==> config.mk <==
export PLATFORM = sky130hd
export DESIGN_NAME = spi_minion_adapter_gen2
export DESIGN_NICKNAME = d
export VERILOG_FILES = /design/src/rtl/spi_adapter_pkg.sv /design/src/rtl/spi_adapter_queue.sv /design/src/rtl/spi_minion_adapter_gen2.sv
export SDC_FILE = /design/constraint.sdc
export NUM_CORES = 1
export LEC_CHECK = 0
export CAP_MARGIN = 20
export CORE_UTILIZATION = 27
export CTS_CLUSTER_SIZE = 10
export DETAILED_ROUTE_END_ITERATION = 8
export GPL_TIMING_DRIVEN = 0
export SLEW_MARGIN = 20
export SYNTH_ARGS = -nofsm -noshare
export SYNTH_HDL_FRONTEND = slang
export SYNTH_SLANG_ARGS = --single-unit
==> constraint.sdc <==
create_clock -name clk -period 7.6 [get_ports clk]
set_input_delay 1.9 -clock clk [delete_from_list [all_inputs] [get_ports clk]]
set_output_delay 1.9 -clock clk [all_outputs]
set_load 0.005 [all_outputs]
==> src/rtl/spi_adapter_pkg.sv <==
// Shared definitions for the SPI minion adapter.
//   spi_state_e  : frame FSM states (IDLE, SHIFT, DONE)
//   pkt_bits()   : SPI packet length for a given payload width ({val, spc, data})
//   SYNC_STAGES  : number of synchroniser flops on each pad input
package spi_adapter_pkg;

    localparam int SYNC_STAGES = 2;

    typedef enum logic [1:0] {
        IDLE  = 2'd0,
        SHIFT = 2'd1,
        DONE  = 2'd2
    } spi_state_e;

    function automatic int pkt_bits(input int nbits);
        return nbits + 2;
    endfunction

endpackage

==> src/rtl/spi_adapter_queue.sv <==
// Circular FIFO with val/rdy on both sides.
// Ports:
//   clk, reset         : clock, synchronous active-high reset
//   enq_val/rdy/msg    : producer side
//   deq_val/rdy/msg    : consumer side (deq_msg is the head entry)
//   count              : current number of stored entries
// Handshake: a transfer happens on a rising clk edge where val and rdy are
// both high; val must not depend on rdy. A full queue still accepts an
// enqueue in the same cycle as a dequeue.
module spi_adapter_queue #(
    parameter int NBITS    = 32,
    parameter int NENTRIES = 5
) (
    input  logic                            clk,
    input  logic                            reset,
    input  logic                            enq_val,
    output logic                            enq_rdy,
    input  logic [NBITS-1:0]                enq_msg,
    output logic                            deq_val,
    input  logic                            deq_rdy,
    output logic [NBITS-1:0]                deq_msg,
    output logic [$clog2(NENTRIES+1)-1:0]   count
);

    localparam int AW = $clog2(NENTRIES);
    localparam int CW = $clog2(NENTRIES + 1);
    localparam logic [AW-1:0] LAST = AW'(NENTRIES - 1);

    logic [NBITS-1:0] mem [NENTRIES];
    logic [AW-1:0]    wr_ptr;
    logic [AW-1:0]    rd_ptr;
    logic             enq_fire;
    logic             deq_fire;

    assign deq_val  = (count != '0);
    assign deq_msg  = mem[rd_ptr];
    assign enq_rdy  = (count != CW'(NENTRIES)) || deq_rdy;
    assign enq_fire = enq_val && enq_rdy;
    assign deq_fire = deq_val && deq_rdy;

    always_ff @(posedge clk) begin
        if (reset) begin
            wr_ptr <= '0;
            rd_ptr <= '0;
            count  <= '0;
        end else begin
            if (enq_fire) begin
                wr_ptr <= (wr_ptr == LAST) ? '0 : wr_ptr + AW'(1);
            end
            if (deq_fire) begin
                rd_ptr <= (rd_ptr == LAST) ? '0 : rd_ptr + AW'(1);
            end
            case ({enq_fire, deq_fire})
                2'b10:   count <= count + CW'(1);
                2'b01:   count <= count - CW'(1);
                default: count <= count;
            endcase
        end
    end

    // Storage needs no reset: entries are only visible through count.
    always_ff @(posedge clk) begin
        if (enq_fire) begin
            mem[wr_ptr] <= enq_msg;
        end
    end

endmodule

==> src/rtl/spi_minion_adapter_gen2.sv <==
// SPI minion with val/rdy receive and transmit queues toward the core.
// Optional feature macro: SPI_ERR_CNT_EN (adds err_count output).
// Ports:
//   clk, reset                 : system clock, synchronous active-high reset
//   spi_min_cs/sclk/mosi/miso  : SPI pads (cs active low, mode CPOL=0)
//   loopthrough_sel            : route received data straight to transmit queue
//   recv_msg/val/rdy           : receive queue head toward the core
//   send_msg/val/rdy           : core data into the transmit queue
//   minion_parity              : XOR of last data pushed to receive queue
//   adapter_parity             : XOR of last data popped from transmit queue
//   err_count (SPI_ERR_CNT_EN) : saturating count of aborted/dropped frames
// Handshake: every val/rdy pair transfers on a rising clk edge with both high;
// val never depends on rdy of the same interface.
// Packet (MSB first, NBITS+2 bits): {val, spc, data[NBITS-1:0]}.
// Debug: the frame FSM state is held in state_q.
module spi_minion_adapter_gen2
    import spi_adapter_pkg::*;
#(
    parameter int NBITS        = 32,
    parameter int NENTRIES     = 5,
    parameter bit CPHA_DEFAULT = 1'b0
) (
    input  logic             clk,
    input  logic             reset,
    input  logic             spi_min_cs,
    input  logic             spi_min_sclk,
    input  logic             spi_min_mosi,
    output logic             spi_min_miso,
    input  logic             loopthrough_sel,
    output logic [NBITS-1:0] recv_msg,
    output logic             recv_val,
    input  logic             recv_rdy,
    input  logic [NBITS-1:0] send_msg,
    input  logic             send_val,
    output logic             send_rdy,
    output logic             minion_parity,
    output logic             adapter_parity
`ifdef SPI_ERR_CNT_EN
    ,
    output logic [7:0]       err_count
`endif
);

    localparam int P   = pkt_bits(NBITS);
    localparam int CW  = $clog2(P + 2);
    localparam int QCW = $clog2(NENTRIES + 1);
    localparam logic [CW-1:0] CNT_FULL = CW'(P);
    localparam logic [CW-1:0] CNT_MAX  = CW'(P + 1);

    // Index SYNC_STAGES-1 is the last synchroniser flop; index SYNC_STAGES
    // is the extra flop used only for edge detection.
    logic [SYNC_STAGES:0]   cs_pipe;
    logic [SYNC_STAGES:0]   sclk_pipe;
    logic [SYNC_STAGES-1:0] mosi_pipe;
    logic cs_rise, cs_fall, sclk_rise, sclk_fall, mosi_now;
    logic sample_edge, shift_edge;

    spi_state_e       state_q, state_d;
    logic [P-1:0]     tx_sr;
    logic [P-1:0]     rx_sr;
    logic [CW-1:0]    bit_cnt;
    logic             cap_tx_val;
    logic             cap_rx_spc;
    logic             cpha_q;
    logic             loop_q;

    logic             frame_ok, rx_push, tx_pop, rx_drop;
    logic             tx_has_data, rx_has_space;
    logic [NBITS-1:0] tx_head;

    logic             rx_enq_rdy, rx_deq_val, rx_deq_rdy;
    logic [NBITS-1:0] rx_deq_msg;
    logic [QCW-1:0]   rx_count;
    logic             tx_enq_val, tx_enq_rdy, tx_deq_val;
    logic [NBITS-1:0] tx_enq_msg, tx_deq_msg;
    logic [QCW-1:0]   tx_count;

    // cs synchronisers reset to 0 (asserted) so a cs that is already low at
    // reset release never looks like a fresh falling edge.
    always_ff @(posedge clk) begin
        if (reset) begin
            cs_pipe   <= '0;
            sclk_pipe <= '0;
            mosi_pipe <= '0;
        end else begin
            cs_pipe   <= {cs_pipe[SYNC_STAGES-1:0], spi_min_cs};
            sclk_pipe <= {sclk_pipe[SYNC_STAGES-1:0], spi_min_sclk};
            mosi_pipe <= {mosi_pipe[SYNC_STAGES-2:0], spi_min_mosi};
        end
    end

    assign cs_rise     =  cs_pipe[SYNC_STAGES-1]   && !cs_pipe[SYNC_STAGES];
    assign cs_fall     = !cs_pipe[SYNC_STAGES-1]   &&  cs_pipe[SYNC_STAGES];
    assign sclk_rise   =  sclk_pipe[SYNC_STAGES-1] && !sclk_pipe[SYNC_STAGES];
    assign sclk_fall   = !sclk_pipe[SYNC_STAGES-1] &&  sclk_pipe[SYNC_STAGES];
    assign mosi_now    = mosi_pipe[SYNC_STAGES-1];
    assign sample_edge = cpha_q ? sclk_fall : sclk_rise;
    assign shift_edge  = cpha_q ? sclk_rise : sclk_fall;

    assign tx_has_data  = (tx_count != '0);
    assign rx_has_space = (rx_count < QCW'(NENTRIES));
    assign tx_head      = tx_has_data ? tx_deq_msg : '0;

    // Frame FSM
    always_ff @(posedge clk) begin
        if (reset) begin
            state_q <= IDLE;
        end else begin
            state_q <= state_d;
        end
    end

    always_comb begin
        state_d = state_q;
        case (state_q)
            IDLE:    if (cs_fall) state_d = SHIFT;
            SHIFT:   if (cs_rise) state_d = DONE;
            DONE:    state_d = IDLE;
            default: state_d = IDLE;
        endcase
    end

    // Shift datapath. The tx register is not shifted until the first bit has
    // been sampled: in CPHA=1 the leading edge is a shift edge and must not
    // discard the MSB that was presented at cs fall.
    always_ff @(posedge clk) begin
        if (reset) begin
            tx_sr      <= '0;
            rx_sr      <= '0;
            bit_cnt    <= '0;
            cap_tx_val <= 1'b0;
            cap_rx_spc <= 1'b0;
            cpha_q     <= CPHA_DEFAULT;
            loop_q     <= 1'b0;
        end else begin
            cpha_q <= cpha_q;
            case (state_q)
                IDLE: begin
                    loop_q <= loopthrough_sel;
                    if (cs_fall) begin
                        tx_sr      <= {tx_has_data, rx_has_space, tx_head};
                        rx_sr      <= '0;
                        bit_cnt    <= '0;
                        cap_tx_val <= tx_has_data;
                        cap_rx_spc <= rx_has_space;
                    end
                end
                SHIFT: begin
                    if (sample_edge) begin
                        rx_sr <= {rx_sr[P-2:0], mosi_now};
                        if (bit_cnt != CNT_MAX) begin
                            bit_cnt <= bit_cnt + CW'(1);
                        end
                    end
                    if (shift_edge && (bit_cnt != '0)) begin
                        tx_sr <= {tx_sr[P-2:0], 1'b0};
                    end
                end
                DONE: begin
                    tx_sr   <= '0;
                    rx_sr   <= '0;
                    bit_cnt <= '0;
                end
                default: begin
                    tx_sr <= '0;
                end
            endcase
        end
    end

    // Frame completion decisions, only meaningful in DONE with an exact count
    assign frame_ok = (state_q == DONE) && (bit_cnt == CNT_FULL);
    assign rx_push  = frame_ok && rx_sr[P-1] && cap_rx_spc && rx_enq_rdy;
    assign rx_drop  = frame_ok && rx_sr[P-1] && !cap_rx_spc;
    assign tx_pop   = frame_ok && cap_tx_val && rx_sr[P-2] && tx_deq_val;

    assign spi_min_miso = !reset && !cs_pipe[SYNC_STAGES-1] && tx_sr[P-1];

    always_ff @(posedge clk) begin
        if (reset) begin
            minion_parity  <= 1'b0;
            adapter_parity <= 1'b0;
        end else begin
            if (rx_push) minion_parity  <= ^rx_sr[NBITS-1:0];
            if (tx_pop)  adapter_parity <= ^tx_deq_msg;
        end
    end

`ifdef SPI_ERR_CNT_EN
    logic frame_abort;
    assign frame_abort = (state_q == DONE) && (bit_cnt != CNT_FULL);

    always_ff @(posedge clk) begin
        if (reset) begin
            err_count <= 8'd0;
        end else if ((frame_abort || rx_drop) && (err_count != 8'hFF)) begin
            err_count <= err_count + 8'd1;
        end
    end
`else
    // Drops are silent in this build; the term is kept only to keep the
    // frame decision logic in one place.
    logic unused_drop;
    assign unused_drop = rx_drop;
`endif

    // Core / loopthrough routing
    assign rx_deq_rdy = loop_q ? tx_enq_rdy : recv_rdy;
    assign tx_enq_val = loop_q ? rx_deq_val : send_val;
    assign tx_enq_msg = loop_q ? rx_deq_msg : send_msg;
    assign recv_msg   = rx_deq_msg;
    assign recv_val   = !reset && !loop_q && rx_deq_val;
    assign send_rdy   = !reset && !loop_q && tx_enq_rdy;

    spi_adapter_queue #(.NBITS(NBITS), .NENTRIES(NENTRIES)) u_rx_queue (
        .clk     (clk),
        .reset   (reset),
        .enq_val (rx_push),
        .enq_rdy (rx_enq_rdy),
        .enq_msg (rx_sr[NBITS-1:0]),
        .deq_val (rx_deq_val),
        .deq_rdy (rx_deq_rdy),
        .deq_msg (rx_deq_msg),
        .count   (rx_count)
    );

    spi_adapter_queue #(.NBITS(NBITS), .NENTRIES(NENTRIES)) u_tx_queue (
        .clk     (clk),
        .reset   (reset),
        .enq_val (tx_enq_val),
        .enq_rdy (tx_enq_rdy),
        .enq_msg (tx_enq_msg),
        .deq_val (tx_deq_val),
        .deq_rdy (tx_pop),
        .deq_msg (tx_deq_msg),
        .count   (tx_count)
    );

endmodule

### Word-level counts from Yosys, hierarchy flattened

Memories as Yosys holds them, arrays and structs flattened. A register that Yosys moved wholly into a read port is not among the register bits.
Index checks and enable logic that the tools add are counted.

* register bits after elaboration: 107
* RAM bits: 320
* bits of input ports: 40
* output and inout port bits: 37
* word-level logic and storage cells: 123
* memories kept: 2

Memory list
* u_rx_queue.mem: words 5, width 32, read ports 1, clocked after Yosys merged registers in 1, write ports 1, line spi_adapter_queue.sv:29 `logic [NBITS-1:0] mem [NENTRIES];`
* u_tx_queue.mem: words 5, width 32, read ports 1, clocked after Yosys merged registers in 1, write ports 1, line spi_adapter_queue.sv:29

* add/sub/neg operators: 9
* magnitude comparators: 1
* equality and inequality tests: 19
* multiplexer cells: 31
* reductions and logical operators: 43

Operators by type and width (number)
* $mux 34: 4
* $pmux 34 s3: 1
* $pmux 34 s2: 1
* $mux 32: 2
* $reduce_xor 32->1: 2
* $mux 3: 8
* $logic_and 1x1->1: 21
* $add 3x1->3 const B: 6
* $mux 6: 3
* $pmux 6 s3: 1
* $eq 3x3->1 const B: 4
* $pmux 3 s2: 2
* $ne 2x2->1 const B: 5
* $reduce_bool 3->1: 3
* $add 6x1->6 const B: 1
* $eq 2x1->1 const B: 3
* $eq 2x2->1 const B: 3
* $eq 6x6->1 const B: 1
* $logic_not 1->1: 6
* $mux 1: 6
* $ne 3x3->1 const B: 2
* $ne 6x6->1 const B: 1
* $reduce_and 2->1: 3
* $reduce_bool 6->1: 1
* 9 further kinds: 13

### Depth between registers and ports, before layout

Gate-level depths: netlist of run 1.

* depth in word-level cells: 12
* gate-level depth with buffers: 15
* gate-level depth less buffers: 14

### Modules after synthesis

A second synthesis of run 1 with hierarchy kept.

* cell total of the unflattened synthesis: 1141
* area, all modules: 17745.8 um^2

Modules (own cells, without submodules)
* spi_adapter_queue: times used 2, cells an instance 300, area an instance 6552.5 um^2, sequential area each 5044.8 um^2
* spi_minion_adapter_gen2: times used 1, cells an instance 541, area an instance 4640.7 um^2, sequential area each 1781.7 um^2

### Least setup slack after synthesis of run 1

OpenSTA, ideal clock, no wires.

* kind: input port to flip-flop
* start point: input recv_rdy
* end point: memory u_rx_queue.mem[4][0] (enable)
* library setup time: 513 ps
* data arrival time: 6135 ps
* data required time: 7087 ps
* setup slack: 952 ps
* stages: 6
* buffers on the path: 1
* path through: nor2_1 -> a21oi_2 -> nor3_1 -> or4_4 -> buf_2 -> nor4b_1

* longest elaborated chain between the ends: 6

Ends and longest elaborated chain
* start: declaration: line spi_minion_adapter_gen2.sv:32 `input logic recv_rdy,`
* $mux 1 *: line spi_minion_adapter_gen2.sv:208 `assign rx_deq_rdy = loop_q ? tx_enq_rdy : recv_rdy;`
* $logic_or 1x1->1 *: line spi_adapter_queue.sv:37 `assign enq_rdy = (count != CW'(NENTRIES)) || deq_rdy;`
* $logic_and 1x1->1: line spi_minion_adapter_gen2.sv:173 `assign rx_push = frame_ok && rx_sr[P-1] && cap_rx_spc && rx_enq_rdy;`
* $logic_and 1x1->1 *: line spi_adapter_queue.sv:38 `assign enq_fire = enq_val && enq_rdy;`
* $mux 1 *: line spi_adapter_queue.sv:63 `if (enq_fire) begin`
* $mux 1 (not written as such) *: line spi_adapter_queue.sv:64 `mem[wr_ptr] <= enq_msg;`
* end: declaration: line spi_adapter_queue.sv:29

Every way passes the cells marked *; elsewhere a longest branch is shown, timed or not.

### Worst setup path after layout of run 1

* start point: input reset
* end point: output send_rdy

* longest elaborated chain between the ends: 3

Ends and longest elaborated chain
* start: declaration: line spi_minion_adapter_gen2.sv:24 `input logic reset,`
* $logic_not 1->1: line spi_minion_adapter_gen2.sv:213 `assign send_rdy = !reset && !loop_q && tx_enq_rdy;`
* $logic_and 1x1->1 (2 in a row): line spi_minion_adapter_gen2.sv:213
* end: declaration: line spi_minion_adapter_gen2.sv:35 `output logic send_rdy,`

No other way between the ends.

==> results of run 1 <==
-- final timing paths --
| path | startpoint | end | slack, ns | cells past startpoint |
|---|---|---|---|---|
| max | reset | send_rdy | 2.08 | 4 |
| min | cs_pipe[0]$_SDFF_PP0_ | cs_pipe[1]$_SDFF_PP0_ | 0.45 | 1 |
| min reg2reg | cs_pipe[0]$_SDFF_PP0_ | cs_pipe[1]$_SDFF_PP0_ | 0.45 | 1 |
| max reg2reg | bit_cnt[2]$_SDFFE_PP0P_ | u_rx_queue.mem[0][24]$_DFFE_PP_ | 3.10 | 14 |
-- layout make-up --
class / count / area [um2]
multi-input cells: 679 / 5850
clock inverters: 2 / 36.3
flip-flops and latches: 433 / 11900
plain buffers: 69 / 299
inverters: 18 / 67.6
repair buffers: 130 / 1090
fillers: 6420 / 44200
clock buffers: 89 / 1420
well taps: 864 / 1080
-- state kept, by name (all words and copies together) (netlist names), 6 cells and up, named ones only --
| name | cells |
|---|---|
| bit_cnt | 6 |
| rx_sr | 34 |
| tx_sr | 34 |
| u_rx_queue.mem | 160 |
| u_tx_queue.mem | 160 |
-- worst max-delay path: stages --
cell and delay (ns):
clkbuf_1 0.57, clkbuf_1 0.52, nor3_1 0.11, clkdlybuf4s50_1 0.52
-- power by group --
part | internal, W | total [W] | leakage [nW] | switching (W)
registers | 0.00258 | 0.00261 | 3.86 | 0.0000229
clock network | 0.00125 | 0.00216 | 0.691 | 0.000907
logic | 0.000162 | 0.000369 | 2.48 | 0.000208
-- metal layers --
metal | track usage | vias to the layer above
li1 | - | 4946
met1 | 0.170 | 5476
met2 | 0.238 | 270
met3 | 0.0161 | 54
met4 | 0.0359 | 0
met5 | 0 | -
-- stage by stage --
| step | std cells | setup slack [ns] | TNS (ns) | cell area, um2 |
|---|---|---|---|---|
| floorplan | 1199 | 0.952 | 0 | 18000 |
| global placement | 2138 | -3.04 | -610.81 | 19800 |
| detailed placement | 2193 | 1.98 | 0 | 20300 |
| CTS | 2284 | 1.98 | 0 | 21700 |
| global route | 2284 | 1.96 | 0 | 21700 |
| finish | 2284 | 2.08 | 0 | 21700 |
-- cells in the final DEF, fill, tap and decap left out, types with 50 or more instances in the layout --
cell type,n
nor2_1,111
mux2_2,75
clkdlybuf4s50_1,75
clkbuf_1,85
xnor2_1,56
edfxtp_1,320
clkbuf_16,50
a22oi_1,50
dfxtp_1,113
mux4_2,54
buf_2,51
-- kinds of logic after synthesis --
| group | Yosys count |
|---|---|
| simple gates | 231 |
| mux | 181 |
| compound gates | 168 |
| fa+ha+maj | 15 |
| buf+inv | 87 |
| flops | 433 |
| xor+xnor | 84 |
==> results by stage, run 1 <==
Timing:
- Setup repair after global routing left no endpoint under its margin.
- The smallest clock period supported by the final layout is computed as 5.52 ns.
- The number of setup violations in the final report is 0.
- The post-route worst hold slack is 0.445 ns.
- The headroom to the max-slew limit is 0.322.
- The fmax is 0.181 GHz.
- The ratio of final minimum period to clock period is 0.727.
- The transition time of the tightest slew-check pin is 1.02 ns.
- The final number of max-transition violations is 0.
- The number of endpoints with negative hold slack in the final report is 0.
- For the final database, setup skew stands at 0.0229 ns.

CTS:
- The number of clock buffers inserted by TritonCTS is 49.
- The clock net in this run drives a total of 433 sinks.
- The root buffer cell is clkbuf_16.
- The maximum root-to-sink buffer count is 3.
- The latest clock arrival within the worst-skew pair is 0.58 ns.
- Post-CTS timing repair inserted 0 buffers for setup.
- The clock edge transition at the registers on the reported setup and hold paths is 0.05 ns.
- In this run, post-CTS hold repair placed 0 buffers.
- In this run, post-CTS repair resized a total of 0 instances.
- The TritonCTS clock tree is yes.
- The count of H-tree levels built during CTS is 2.

Route:
- Dividing the detail-routed via count by the number of cells gives 4.70.
- For this block, wires on met1 add up to 19.3 mm.
- The highest routing layer actually used is met4.
- For this block, the routed nets add up to 45.1 mm of wire.
- The violation count after the first detailed-route iteration is 772.
- The detailed-route wire length per cell is 19.7 um.
- For this run, the detailed router's first-pass iteration total came to 5.
- After detailed routing, the number of remaining DRC violations is 0.
- For this block, the via count after detailed routing is 10746.
- The count of nets left with antenna violations once routing finished came out at 0.
- The routed length on met3 is 1.81 mm.
- The detailed-routed wire length on met2 is 23.1 mm.

Placement:
- The final weighted congestion in routability-driven placement is 0.822.
- The HPWL after detailed placement is 32.8 mm.
- The count of port buffers added during placement is 75.

Yosys:
- The fraction of synthesized cell area in xor and xnor cells is 0.0424.
- Of the post-synthesis cell area, the part taken by muxes is 0.145.
- By count the netlist is led by edfxtp_1 (320), dfxtp_1 (113), nor2_1 (113), mux2_2 (75), xnor2_1 (56).
- The Yosys step of the flow raised 0 warnings.
- After synthesis, the cell types taking the most area are edfxtp_1 (53%), dfxtp_1 (13%), mux4_2 (6.8%), mux2_2 (4.7%), xnor2_1 (2.7%).
- The share of the Yosys chip area taken by registers is 0.659.
- Counting flops with an async set or reset pin after synthesis yields a share of 0.
- The largest area contributor in the netlist is edfxtp_1.
- The compound-cell area share of the yosys netlist is 0.0638.
- The area share of the leading cell type in the synthesized netlist is 0.533.
- Synthesis instantiated 52 different standard cells from the library.
- The adder and majority cell fraction of the synthesized area is 0.0113.
- The average instance in the mapped netlist occupies 15.0 um2.
- Synthesis inferred 433 register bits.
- The prevailing post-synth register cell is edfxtp_1.
- The most common cell in the synthesized netlist is edfxtp_1.
- The number of enable-type register cells in the synthesized netlist is 320.
- The area share of and/or/nand/nor cells after synthesis is 0.0588.
- The synthesized net count is 1254.
- The cell area that synthesis handed to floorplanning was 18000 um2.
- The main combinational cell family by area after synthesis is multiplexers.
- The synthesized netlist cell count is 1199.

Die:
- From left edge to right edge, the die measures 260 um.
- The area of the core region is 65900 um2.
- The die footprint is 67800 um2.
- In this run the vertical extent of the chip is 260 um.
- The number of placement rows is 94.
- The effective utilization at floorplan is 0.274.
- In this run the count of I/O pins placed on the die edge is 77.

Worst setup path:
- The peak fanout along the critical path is 10.
- The critical path class is input pin to output port.
- The data arrival time at the worst-slack endpoint is 3.62 ns.
- The type of element launching the critical path is an input pin.
- The kind of capture point of the worst setup path is an output port.
- STA puts the critical path data required time at 5.70 ns.

Global routing:
- The maximum number of pins on one net before global-route repair is 22.
- The first global-routing pass estimated 68.4 mm of wire.
- The overall overflow remaining after global route is 0.
- The overall fraction of global-route tracks in use is 0.134.
- The number of antenna violations at the first check in global routing is 0.
- The number of global-route vias before repair is 11069.

Power:
- After layout, the design draws a total of 0.00514 W.
- In this run the power density over the cells is 237 nW/um2.
- The highest ir drop seen on vdd is 0.000212 V.
- Summed over all cells, the static leakage comes to 7.03 nW.

Final layout:
- The net count reported at finish is 1435.
- Once layout is complete, the utilization of the core stands at 0.330.
- The number of antenna diodes in the final layout is 0.
- The area growth from synthesis to layout is 20.5%.
- The proportion of layout cells with a drive suffix above 1 is 0.191.

Job:
- Max-cap violations in this run came to 0.

Outcome:
- The run finished with clean final reports.

Hold path:
- The class of the tightest hold or removal check is flip-flop to flip-flop.
(Power assumes the default switching activity.)
==> inputs of run 2 (changes only) <==
- clock period: 7.6 -> 5.3 ns (I/O delays scaled with it)
==> run 2 against run 1 <==
Routed wire length increased by 0.58%. Die area unchanged. Register-to-register slack got worse by 2.1 ns. Global-route usage grew 0.098 points. Combinational power is 46% higher. Critical path type is now flip-flop to output port. Highest routed layer unchanged.
==> results by stage, run 2 (same netlist as run 1, synthesis figures left out) <==
CTS:
- The root buffer cell is clkbuf_16 (unchanged).
- The number of clock sinks seen by CTS is 433 (unchanged).
- The number of clock buffers inserted by TritonCTS is 49 (unchanged).
- The TritonCTS clock tree is yes (unchanged).
- The count of hold-fix buffers inserted at cts was 0 (unchanged).
- The clock edge transition at the registers on the reported setup and hold paths came to 0.06 ns (was 0.05 ns).
- The maximum root-to-sink buffer count is 3 (unchanged).
- The number of buffers inserted by post-CTS setup repair is 0 (unchanged).
- The quantity of gates resized following cts is 0 (unchanged).
- The count of H-tree levels built during CTS is 2 (unchanged).
- The latest clock arrival within the worst-skew pair came to 0.56 ns (was 0.58 ns).

Worst setup path:
- The cell repeated most along the worst path was clkbuf_1 (unchanged).
- The critical path class is flip-flop to output port (was input pin to output port).
- The highest cell delay on the worst timing path came to 0.81 ns (was 0.57 ns).
- The peak fanout along the critical path is 10 (unchanged).
- The critical register-to-register path endpoint was u_rx_queue.mem[3][26]$_DFFE_PP_ (was u_rx_queue.mem[0][24]$_DFFE_PP_).
- The data arrival time at the worst-slack endpoint came to 3.38 ns (was 3.62 ns).
- Cells traversed along the worst timing path: clkbuf_1, clkbuf_1, mux4_2, mux2_2, clkdlybuf4s50_1 (was clkbuf_1, clkbuf_1, nor3_1, clkdlybuf4s50_1).
- The type of element launching the critical path is a flip-flop (was input pin).
- The register-to-register setup slack is 0.99 ns (was 3.10 ns).
- The gate family responsible for the most delay along the worst path is buffers and inverters (unchanged).
- The required time at the worst-slack endpoint was 3.97 ns (was 5.70 ns).
- The depth of the worst register-to-register path is 13 (was 14).
- The startpoint of the worst-slack reg-to-reg timing path is bit_cnt[2]$_SDFFE_PP0P_ (unchanged).
- The slowest cell on the critical path is clkbuf_1 (unchanged).
- The number of buffers and inverters on the critical path came to 3 (unchanged).
- The kind of capture point of the worst setup path is an output port (unchanged).

Timing:
- The transition time of the tightest slew-check pin was 1.15 ns (was 1.02 ns).
- The shortest clock period the worst path allows after layout is 4.71 ns.
- Dividing the final minimum period by the clock period gives 0.888.
- The final setup skew came to 0.0232 ns (was 0.0229 ns).
- The final number of max-transition violations was 0 (unchanged).
- The number of endpoints with negative hold slack in the final report is 0 (unchanged).
- The fmax is 0.212 GHz.
- The final setup slack of the worst path is 0.593 ns (was 2.08 ns).
- The headroom to the max-slew limit is 0.229 (was 0.322).
- The final total negative setup slack is 0 ns (unchanged).
- The number of setup violations in the final report came to 0 (unchanged).
- Setup repair after global routing missed its margin: no (unchanged).

Final layout:
- The area used by sequential logic in the layout was 11900 um2 (unchanged).
- Biggest registers after layout: u_rx_queue.mem (160), u_tx_queue.mem (160) (unchanged).
- The relative area change from synthesis to final layout is 20.4% (was 20.5%).
- The area used by multi-input combinational logic is 5880 um2 (was 5850 um2).
- The final standard cell area without fillers came to 21700 um2 (about the same).
- Top library cells by usage in the layout, fill and taps aside: edfxtp_1 (320), dfxtp_1 (113), nor2_1 (111) (unchanged).
- The proportion of layout cells with a drive suffix above 1 came to 0.182 (was 0.191).
- The diode insertion count for antenna repair is 0 (unchanged).
- The net count reported at finish was 1422 (was 1435).
- The fill cell instance count of the final layout is 6426 (was 6420).
- The most common cell after layout, fill and taps aside is edfxtp_1 (unchanged).

Placement:
- The total cell area at the placement stage is 20300 um2 (about the same).
- The count of port buffers added during placement is 75 (unchanged).
- The final weighted congestion in routability-driven placement came to 0.841 (was 0.822).
- The half-perimeter wire length of the detailed placement result was 33.1 mm (was 32.8 mm).
- The placement-stage worst setup slack came to 0.648 ns (was 1.98 ns).

Route:
- The post-route DRC violation count is 0 (unchanged).
- The wire length reported by the detailed router is 45.3 mm (was 45.1 mm).
- The violation count after the first detailed-route iteration was 755 (was 772).
- The via count is 10687 (was 10746).
- The average vias per placed instance is 4.71 (was 4.70).
- The final antenna-violating net count was 0 (unchanged).
- The first-pass detailed-route iteration total is 5 (unchanged).
- The detailed-route wire length per cell is 20.0 um (was 19.7 um).

Global routing:
- The number of antenna violations at the first check in global routing is 1 (was 0).
- The overall overflow remaining after global route was 0 (unchanged).
- The overall fraction of global-route tracks in use is 0.134 (about the same).
- The maximum number of pins on one net before global-route repair came to 20 (was 22).
- The number of global-route vias before repair is 11113 (was 11069).
- The wire length of the first global-routing pass is 68.6 mm (was 68.4 mm).

Power:
- The power density normalized to cell area is 337 nW/um2 (was 237 nW/um2).
- The post-route total power is 0.00730 W (was 0.00514 W).
- The highest ir drop seen on vdd is 0.000287 V (was 0.000212 V).
- The static leakage came to 6.95 nW (was 7.03 nW).

Outcome:
- Run status: finished, final reports clean (unchanged).

Die:
- The die footprint is 67800 um2 (unchanged).
- The area of the core region is 65900 um2 (unchanged).
- The die span in x is 260 um (unchanged).
- The count of pins on the block boundary is 77 (unchanged).
- The effective utilization at floorplan is 0.274 (unchanged).
- The height of the die came to 260 um (unchanged).
- The number of placement rows is 94 (unchanged).

Hold path:
- The startpoint of the tightest hold check path is cs_pipe[0]$_SDFF_PP0_ (unchanged).
- The hold-critical path endpoint is cs_pipe[1]$_SDFF_PP0_ (unchanged).
- The cell depth of the worst hold path was 1 (unchanged).
- The class of the tightest hold or removal check is flip-flop to flip-flop (unchanged).

Job:
- The number of max-cap violations was 0 (unchanged).
-- run 2: how the worst max path moves through the flow --
stage,from,endpoint,slack [ns],cells past startpoint
floorplan,bit_cnt[2]$_SDFFE_PP0P_,u_rx_queue.mem[0][0]$_DFFE_PP_,-0.48,8
global placement,recv_rdy,u_rx_queue.mem[3][23]$_DFFE_PP_,-4.25,7
detailed placement,recv_rdy,u_rx_queue.mem[3][23]$_DFFE_PP_,0.65,12
CTS,flip-flop,recv_msg[15],0.45,5
global route,flip-flop,recv_msg[7],0.35,5
finish,flip-flop,recv_msg[1],0.59,5
-- run 2: power by group --
part           switching [W]  internal [W]  leakage (nW)
sequential         0.0000341       0.00370          3.86
combinational       0.000302      0.000234          2.43
clock                0.00127       0.00175         0.666
-- run 2: worst reg2reg max path: stages, from the launching register on --
cell     delay, ns
dfxtp_1       0.36
or4b_4        0.60
nor3_4        0.41
nor3_2        0.14
a21oi_2       0.16
nor3_1        0.06
or4_4         0.50
buf_2         0.23
nor4_2        0.48
buf_4         0.27
buf_2         0.21
buf_2         0.19
buf_2         0.22
buf_4         0.19
-- run 2: metrics by stage --
stage	util	cells	hold WS, ns
after CTS	0.329	2270	0.445
after detailed placement	0.308	2179	0.432
after global routing	0.329	2271	0.461
after floorplan	-	1199	0.414
final	0.329	2271	0.436
after global placement	0.302	2138	0.441
-- run 2: area by class of cell --
class,instances,share of cell area
Clock buffer,89,0.0639
Tap cell,864,0.0498
Timing Repair Buffer,117,0.0500
Buffer,69,0.0138
Inverter,18,0.00312
Clock inverter,2,0.000808
Sequential cell,433,0.547
Multi-Input combinational cell,679,0.271
-- run 2: per-layer routing --
metal  part of all wire  GRT usage  vias to the layer above  wire, um
met5                  0          0                        -         0
met4              0.030     0.0469                        0      1340
met3              0.040     0.0200                       69      1820
met2               0.51      0.244                      227     23300
met1               0.42      0.161                     5474     18900
li1                   -          -                     4917         -
